`src/rtl/pc_ctrl_defs.sv`:
```
// Shared definitions for the PC button front end: button indices, command
// op codes, sequencer FSM states and the request priority helpers.
package pc_ctrl_defs;

    localparam int NUM_BTNS = 5;

    // Button positions in the packed button vectors.
    localparam logic [2:0] BTN_S = 3'd0;
    localparam logic [2:0] BTN_U = 3'd1;
    localparam logic [2:0] BTN_D = 3'd2;
    localparam logic [2:0] BTN_R = 3'd3;
    localparam logic [2:0] BTN_L = 3'd4;

    // Buttons that request a command (btns is only the master enable).
    localparam logic [NUM_BTNS-1:0] REQ_MASK = 5'b11110;

    // Command op codes presented to the PC datapath.
    localparam logic [2:0] OP_NOP     = 3'b000;
    localparam logic [2:0] OP_INC     = 3'b001;
    localparam logic [2:0] OP_DEC     = 3'b010;
    localparam logic [2:0] OP_LOAD    = 3'b011;
    localparam logic [2:0] OP_ADD_REL = 3'b100;

    typedef enum logic [1:0] {
        S_IDLE    = 2'd0,
        S_ISSUE   = 2'd1,
        S_RELEASE = 2'd2
    } state_t;

    // Highest-priority pending request: R > L > U > D. BTN_S means none.
    function automatic logic [2:0] pick_button(input logic [NUM_BTNS-1:0] pending);
        if ((pending & REQ_MASK) == '0) return BTN_S;
        else if (pending[BTN_R])        return BTN_R;
        else if (pending[BTN_L])        return BTN_L;
        else if (pending[BTN_U])        return BTN_U;
        else                            return BTN_D;
    endfunction

    function automatic logic [2:0] op_for_button(input logic [2:0] btn);
        case (btn)
            BTN_R:   return OP_LOAD;
            BTN_L:   return OP_ADD_REL;
            BTN_U:   return OP_INC;
            BTN_D:   return OP_DEC;
            default: return OP_NOP;
        endcase
    endfunction

    // Only LOAD and ADD_REL carry new_count as operand.
    function automatic logic button_has_operand(input logic [2:0] btn);
        return (btn == BTN_R) || (btn == BTN_L);
    endfunction

endpackage

```
`src/rtl/button_debounce.sv`:
```
// One raw button: two-flop synchronizer, stability counter and a one-cycle
// pulse on each rising edge of the debounced level.
module button_debounce #(
    parameter int DEBOUNCE_CYCLES = 16
) (
    input  logic clock,
    input  logic reset,
    input  logic raw,
    output logic level,
    output logic rise
);

    localparam int CNT_W = (DEBOUNCE_CYCLES > 1) ? $clog2(DEBOUNCE_CYCLES) : 1;
    localparam logic [CNT_W-1:0] CNT_LAST = CNT_W'(DEBOUNCE_CYCLES - 1);

    logic             sync1_reg;
    logic             sync2_reg;
    logic             level_reg;
    logic             rise_reg;
    logic [CNT_W-1:0] count_reg;

    // Bring the asynchronous button into the clock domain.
    always_ff @(posedge clock) begin
        if (reset) begin
            sync1_reg <= 1'b0;
            sync2_reg <= 1'b0;
        end else begin
            sync1_reg <= raw;
            sync2_reg <= sync1_reg;
        end
    end

    // Flip the level only after DEBOUNCE_CYCLES consecutive disagreeing samples.
    always_ff @(posedge clock) begin
        if (reset) begin
            level_reg <= 1'b0;
            rise_reg  <= 1'b0;
            count_reg <= '0;
        end else begin
            rise_reg <= 1'b0;
            if (sync2_reg != level_reg) begin
                if (count_reg == CNT_LAST) begin
                    level_reg <= sync2_reg;
                    rise_reg  <= sync2_reg;
                    count_reg <= '0;
                end else begin
                    count_reg <= count_reg + CNT_W'(1);
                end
            end else begin
                count_reg <= '0;
            end
        end
    end

    assign level = level_reg;
    assign rise  = rise_reg;

endmodule

```
`src/rtl/pc_button_sequencer.sv`:
```
// Front-end controller for the program counter: debounces the five board
// buttons, queues presses as pending requests and hands one command at a
// time to the PC datapath over a valid/ready handshake.
module pc_button_sequencer
    import pc_ctrl_defs::*;
#(
    parameter int DEBOUNCE_CYCLES = 16,
    parameter int PC_WIDTH        = 8
) (
    input  logic                clock,
    input  logic                reset,
    input  logic                btns,
    input  logic                btnu,
    input  logic                btnd,
    input  logic                btnr,
    input  logic                btnl,
    input  logic [PC_WIDTH-1:0] new_count,
    input  logic                pc_ready,
    output logic                cmd_valid,
    output logic [2:0]          cmd_op,
    output logic [PC_WIDTH-1:0] cmd_operand,
    output logic [7:0]          cmd_count,
    output logic                busy
);

    localparam logic [NUM_BTNS-1:0] ONE_HOT_0 = NUM_BTNS'(1);

    logic [NUM_BTNS-1:0] btn_raw;
    logic [NUM_BTNS-1:0] btn_level;
    logic [NUM_BTNS-1:0] btn_rise;

    logic [NUM_BTNS-1:0] pending_reg;
    logic [NUM_BTNS-1:0] pending_eff;
    logic [NUM_BTNS-1:0] pending_next;
    logic                pending_any;
    logic [2:0]          sel_idx;

    state_t              state_reg;
    logic [2:0]          issued_reg;
    logic                cmd_valid_reg;
    logic [2:0]          cmd_op_reg;
    logic [PC_WIDTH-1:0] cmd_operand_reg;
    logic [7:0]          cmd_count_reg;
    logic                busy_reg;

    assign btn_raw = {btnl, btnr, btnd, btnu, btns};

    genvar gi;
    generate
        for (gi = 0; gi < NUM_BTNS; gi++) begin : g_btn
            button_debounce #(
                .DEBOUNCE_CYCLES(DEBOUNCE_CYCLES)
            ) u_debounce (
                .clock(clock),
                .reset(reset),
                .raw  (btn_raw[gi]),
                .level(btn_level[gi]),
                .rise (btn_rise[gi])
            );
        end
    endgenerate

    // Pending requests are only honoured, and only collected, while the master enable is on.
    always_comb begin
        pending_eff  = btn_level[BTN_S] ? pending_reg : '0;
        pending_next = pending_eff | (btn_rise & REQ_MASK & {NUM_BTNS{btn_level[BTN_S]}});
        pending_any  = (pending_eff & REQ_MASK) != '0;
        sel_idx      = pick_button(pending_eff);
    end

    // Sequencer: select a request, hold it on the handshake, then wait for its button to be let go.
    always_ff @(posedge clock) begin
        if (reset) begin
            state_reg       <= S_IDLE;
            pending_reg     <= '0;
            issued_reg      <= BTN_S;
            cmd_valid_reg   <= 1'b0;
            cmd_op_reg      <= OP_NOP;
            cmd_operand_reg <= '0;
            cmd_count_reg   <= 8'd0;
            busy_reg        <= 1'b0;
        end else begin
            pending_reg <= pending_next;
            case (state_reg)
                S_IDLE: begin
                    if (pending_any) begin
                        pending_reg     <= pending_next & ~(ONE_HOT_0 << sel_idx);
                        issued_reg      <= sel_idx;
                        cmd_op_reg      <= op_for_button(sel_idx);
                        cmd_operand_reg <= button_has_operand(sel_idx) ? new_count : '0;
                        cmd_valid_reg   <= 1'b1;
                        busy_reg        <= 1'b1;
                        state_reg       <= S_ISSUE;
                    end
                end
                S_ISSUE: begin
                    if (pc_ready) begin
                        cmd_valid_reg <= 1'b0;
                        cmd_count_reg <= cmd_count_reg + 8'd1;
                        state_reg     <= S_RELEASE;
                    end
                end
                S_RELEASE: begin
                    // A held button must not retrigger; other pending requests wait here.
                    if (!btn_level[issued_reg]) begin
                        busy_reg  <= 1'b0;
                        state_reg <= S_IDLE;
                    end
                end
                default: begin
                    cmd_valid_reg <= 1'b0;
                    busy_reg      <= 1'b0;
                    state_reg     <= S_IDLE;
                end
            endcase
        end
    end

    assign cmd_valid   = cmd_valid_reg;
    assign cmd_op      = cmd_op_reg;
    assign cmd_operand = cmd_operand_reg;
    assign cmd_count   = cmd_count_reg;
    assign busy        = busy_reg;

endmodule
```
`config.mk`:
```
export PLATFORM = sky130hd
export DESIGN_NAME = pc_button_sequencer
export DESIGN_NICKNAME = d
export VERILOG_FILES = /design/src/rtl/pc_ctrl_defs.sv /design/src/rtl/button_debounce.sv /design/src/rtl/pc_button_sequencer.sv
export SDC_FILE = /design/constraint.sdc
export NUM_CORES = 1
export LEC_CHECK = 0
export BUFFER_PORTS_ARGS = -buffer_cell sky130_fd_sc_hd__buf_2
export CORE_MARGIN = 2
export CORE_UTILIZATION = 40
export DETAILED_ROUTE_END_ITERATION = 6
export PLACE_DENSITY_LB_ADDON = 0.05
export SYNTH_ARGS = -nofsm -noshare
export SYNTH_HDL_FRONTEND = slang
export SYNTH_SLANG_ARGS = --single-unit
```
`constraint.sdc`:
```
create_clock -name clock -period 1.5 [get_ports clock]
set_input_delay 0.075 -clock clock [delete_from_list [all_inputs] [get_ports clock]]
set_output_delay 0.075 -clock clock [all_outputs]
set_load 0.005 [all_outputs]
```
==> results.toml, run 1 <==
[timing]
rsz0062_at_grt = "false"
finalHoldViolCount = 0
holdWs_ps = 65.4
finalCritPeriodShare_pct = 94.5
finalSetupTns_ps = 0
setup_violations = 0
skew_ps = 7.26
worstMarginPinSlew_ps = 383
slew_headroom_pct = 74.4
period_needed_ps = 1420
slew_violations = 0
clock.fmax_ghz = 0.705

[final_layout]
final_cells = 409
area_delta_synth_final_pct = 23.7
largest_register_ffs = 20
diodes = 0
final_cell_area_um2 = 3200
drive_gt1_share_pct = 20.2
nFillCells = 615
nNetsFinal = 350

[routing]
dr.pass1.iters = 4
ant_nets = 0
avgViaCountPerCell = 4.74
routed_wirelength_mm = 4.66
wire_per_inst_um = 11.4
vias = 1937
first_iter_violations = 60
remaining_drc_errors = 0

[flow_run]
maxCapViolations = 0

[yosys]
synthDistinctLibCells = 38
yosysWarnings = 0
synthCells = 264
async_flop_share_pct = 0
synth_flop_cell = "dfxtp_1"
syn-num-nets = 286
synth-edff-count = 0
ys_seq_area_share_pct = 53.4
ys_ff_latch = 69
synth_area_um2 = 2590
syn_avg_cell_area_um2 = 9.80

[grt]
grt_first_pass_wirelength_mm = 8.14
antenna_found_initial = 0
overflow = 0
grt_use_total_pct = 14.3
grt_max_degree = 21
grt_pass1_vias = 1841

[placed_design]
place_inst = 381
hpwl_mm = 3.27
port_buffers = 36
place_congestion = 0.810
dpl_cell_area_um2 = 2910

[worst_setup_path]
crit_type = "flop to flop"
cp_top_family = "simple AND/OR/NAND/NOR gates"
worstSetupStartpointType = "flop"
max_stage_delay_ps = 540
crit_buf_inv = 0
required_ps = 1730
worstPathMaxFanout = 20
critPathArrivalTime_ps = 1640
crit_chain = "or4_4 -> and3_4 -> o211ai_2 -> a21oi_1"
cp-end-kind = "flop"
cp_slowest_cell = "or4_4"

[die]
die-area_um2 = 7130
ios = 37
core_area_um2 = 6310
die_y_um = 84.4
fp-row-count = 29
start_util_pct = 41.0
fp.dieW_um = 84.4

[power_and_ir_drop]
power_mw = 3.20
p_leak_nw = 1.33
power_density_nw_per_um2 = 1000
vdd_drop_max_mv = 0.466

[cts]
root_buffer = "clkbuf_8"
cts_buffer_depth = 2
clkTransAtPathRegs_ps = 70
cts_tree = "built"
cts.sinks = 69
cts_setup_buffers = 0
ctsHtreeMaxLevel = 3
clock_latency_ps = 340
numCtsBuffers = 9

[min_path]
min_path_type = "input pin to flop"

[status]
status = "complete, no violations"
## worst paths after layout
kind,from,endpoint,slack [ps],cells after the start
worst min-delay path,reset,g_btn[0].u_debounce.level,70,2
worst max register to register,pending_reg[4],issued_reg[0],80,4
worst min register to register,g_btn[4].u_debounce.sync1_reg,g_btn[4].u_debounce.sync2_reg,440,1
worst max-delay path,pending_reg[4],issued_reg[0],80,4
## final cells by class
| cell class | instances | area (um^2) | share of cell area [%] |
|---|---|---|---|
| Inverter | 1 | 3.75 | 0.117 |
| Timing Repair Buffer | 62 | 408 | 12.8 |
| Tap cell | 77 | 96.3 | 3.01 |
| Multi-Input combinational cell | 185 | 1150 | 36.0 |
| Sequential cell | 69 | 1380 | 43.2 |
| Clock buffer | 10 | 128 | 3.99 |
| Clock inverter | 5 | 28.8 | 0.900 |
## repair_timing
action | 4_1_cts | 5_1_grt
hold endpoints to repair | 13 | 0
resized for setup | 0 | 1
setup endpoints to repair | 0 | 1
hold buffers | 13 | 0
## layout by cell type (no fill, tap or decap), types with 2 or more instances in the layout
cell type	instances
a211oi_1	2
a21oi_1	7
and3_1	5
buf_2	36
buf_4	13
clkbuf_8	9
clkinv_2	4
dfxtp_1	69
dlygate4sd3_1	13
ha_1	6
mux2i_1	8
nand2_1	11
nand2b_1	11
nand3_1	22
nor2_1	38
nor2b_1	12
nor3_1	8
nor4b_1	4
o21a_1	2
o21ai_0	4
o21ai_1	8
xnor2_1	12
xor2_1	9
## cell usage after synthesis, types with 2 or more instances
cell	n	area share (%)
nor2b_1	12	2.9
nor2_1	38	5.5
o21ai_0	4	0.77
dfxtp_1	69	53
nand2b_1	11	2.7
and3_1	5	1.2
clkbuf_1	6	0.87
a211oi_1	2	0.58
ha_1	6	2.9
mux2i_1	8	3.1
xor2_1	9	3.0
a21oi_1	7	1.4
o21ai_1	8	1.5
nor3_1	8	1.5
xnor2_1	12	4.1
nor4b_1	4	1.4
o21a_1	2	0.58
buf_6	2	0.87
nand3_1	22	4.3
nand2_1	11	1.6
## through the flow
stage          setup WS [ps]  utilization (%)
6_report                82.3             50.7
3_5_place_dp            87.3             46.1
4_1_cts                 75.1             50.6
2_1_floorplan           32.7                -
3_3_place_gp            54.4             46.1
5_1_grt                 16.2             50.7
## metal layers
| metal | track usage (%) | part of all wire, % | up-vias |
|---|---|---|---|
| li1 | - | - | 1036 |
| met1 | 18.6 | 53 | 854 |
| met2 | 21.0 | 41 | 37 |
| met3 | 4.62 | 4.2 | 10 |
| met4 | 8.08 | 2.7 | 0 |
| met5 | 0 | 0 | - |
## worst reg2reg max path, cell delays in order (launching register included)
cell,delay (ps)
dfxtp_1,310
or4_4,540
and3_4,270
o211ai_2,100
a21oi_1,80
## kinds of logic (layout without fill, tap and decap cells)
| logic type | after synthesis | count (layout) | synth area share [%] |
|---|---|---|---|
| xor+xnor | 21 | 21 | 7.11 |
| buf+inv | 10 | 78 | 2.08 |
| simple gates | 120 | 120 | 24.1 |
| compound gates | 29 | 29 | 6.82 |
| flops | 69 | 69 | 53.4 |
| fa+ha+maj | 6 | 6 | 2.90 |
| mux | 9 | 9 | 3.53 |
## where the power goes
group          total, mW  internal, mW  leakage (nW)  switching [mW]
registers           1.86          1.85         0.558         0.00810
logic              0.101        0.0594         0.686          0.0418
clock network       1.25         0.581        0.0856           0.664
No activity file was read; power rests on OpenSTA's default activity.
==> run 2: changes to the inputs <==
CORE_ASPECT_RATIO = 2   (was unset)
RECOVER_POWER = 100   (was unset)
==> run 2 against run 1 <==
Clock power grew 55%. Count of clock-buffer cells in the layout is 4 higher. Sequential power about the same. Register-to-register slack barely moved. Non-clock buffer count rose by 2. Setup slack improved by 6.5 ps. Cell area up 3.7%. Critical path depth unchanged. Die area is 0.54% higher. Total power rose by 22%. First-iteration DRC count rose by 68%. Fmax is 0.46% higher.
==> results.toml, run 2 (synthesis gave the netlist of run 1 again) <==
[status]
status = "complete, no violations"

[final_layout]
area_delta_synth_final_pct = 28.3
regArea_um2 = 1380
drive_gt1_share_pct = 15.9
final_cells = 420
most-common-layout-cells = "69 x dfxtp_1, 38 x nor2_1, 25 x buf_2"
nNetsFinal = 352
final_common_cell = "dfxtp_1"
post-route-util_pct = 53.0
nFillCells = 637
final_cell_area_um2 = 3320
multi_input_area_um2 = 1150
largest_register_ffs = 20
diodes = 0

[routing]
ant_nets = 0
wl_met1_mm = 2.04
met2_length_mm = 2.54
avgViaCountPerCell = 4.71
highest_layer = "met4"
routed_wirelength_mm = 4.90
dr.pass1.iters = 4
vias = 1980
route.met3.wl_um = 177
first_iter_violations = 101
wire_per_inst_um = 11.7
remaining_drc_errors = 0

[flow_run]
maxCapViolations = 0

[grt]
antenna_found_initial = 0
grt_max_degree = 30
grt_first_pass_wirelength_mm = 8.36
overflow = 0
grt_use_total_pct = 15.6
grt_pass1_vias = 1990

[worst_setup_path]
required_ps = 1710
cp-end-kind = "flop"
worstPathMaxFanout = 20
critPathArrivalTime_ps = 1620
crit_type = "flop to flop"
worstSetupStartpointType = "flop"

[die]
core_area_um2 = 6260
start_util_pct = 41.3
fp-row-count = 41
die_y_um = 118
fp.dieW_um = 60.9
die-area_um2 = 7160
ios = 37

[timing]
finalHoldViolCount = 0
rsz0062_at_grt = "false"
finalCritPeriodShare_pct = 94.1
finalSetupTns_ps = 0
worstMarginPinSlew_ps = 422
skew_ps = 3.79
holdWs_ps = 71.7
slew_headroom_pct = 71.2
period_needed_ps = 1410
setup_violations = 0
slew_violations = 0
clock.fmax_ghz = 0.709

[power_and_ir_drop]
p_leak_nw = 1.33
vdd_drop_max_mv = 0.640
power_density_nw_per_um2 = 1180

[cts]
ctsHtreeMaxLevel = 3
cts_hold_buf = 13
post_cts_resized = 0
cts_tree = "built"
root_buffer = "clkbuf_16"
clkTransAtPathRegs_ps = 50
clock_latency_ps = 330
cts_setup_buffers = 0
numCtsBuffers = 9
cts.sinks = 69
cts_buffer_depth = 2

[placed_design]
hpwl_mm = 3.40
place_congestion = 0.745
dpl_cell_area_um2 = 2940
place_inst = 392
port_buffers = 36

[min_path]
min_path_type = "input pin to flop"
[run 2: layout make-up]
type	instances	share of cell area (%)
sequential	69	41.6
inverter	1	0.113
timing repair buffer	64	11.9
tap	86	3.24
clock inverter	1	0.151
multi-input combinational	185	34.7
clock buffer	14	8.26
[run 2: through the flow]
| step | worst slack [ps] | power [mW] |
|---|---|---|
| 6_report | 88.9 | 3.90 |
| 5_1_grt | 8.88 | 4.07 |
| 4_1_cts | 76.5 | 3.97 |
| 3_5_place_dp | 81.4 | 1.97 |
| 3_3_place_gp | 99.0 | 1.97 |
| 2_1_floorplan | 32.7 | 1.94 |
[run 2: metal layers]
layer / vias up / track usage [%]
met4: 0 / 8.56
li1: 1034 / -
met2: 29 / 26.3
met3: 8 / 5.60
met1: 909 / 15.7
met5: - / 0
[run 2: worst max-delay path, stage by stage (launching register included)]
cell      delay [ps]
dfxtp_1          300
or4_4            540
and3_4           270
o211ai_2         100
a21oi_1           80
[run 2: final timing paths]
check | startpoint | end | slack, ps | depth (start not counted)
hold reg to reg | g_btn[3].u_debounce.sync1_reg | g_btn[3].u_debounce.sync2_reg | 430 | 1
setup reg to reg | pending_reg[4] | cmd_op[0] | 90 | 4
setup / recovery | pending_reg[4] | cmd_op[0] | 90 | 4
hold / removal | reset | g_btn[2].u_debounce.level | 70 | 2
[run 2: power by group]
part	leakage, nW	internal (mW)	switching (mW)
Combinational	0.633	0.0576	0.0409
Clock	0.139	1.24	0.700
Sequential	0.558	1.85	0.00875
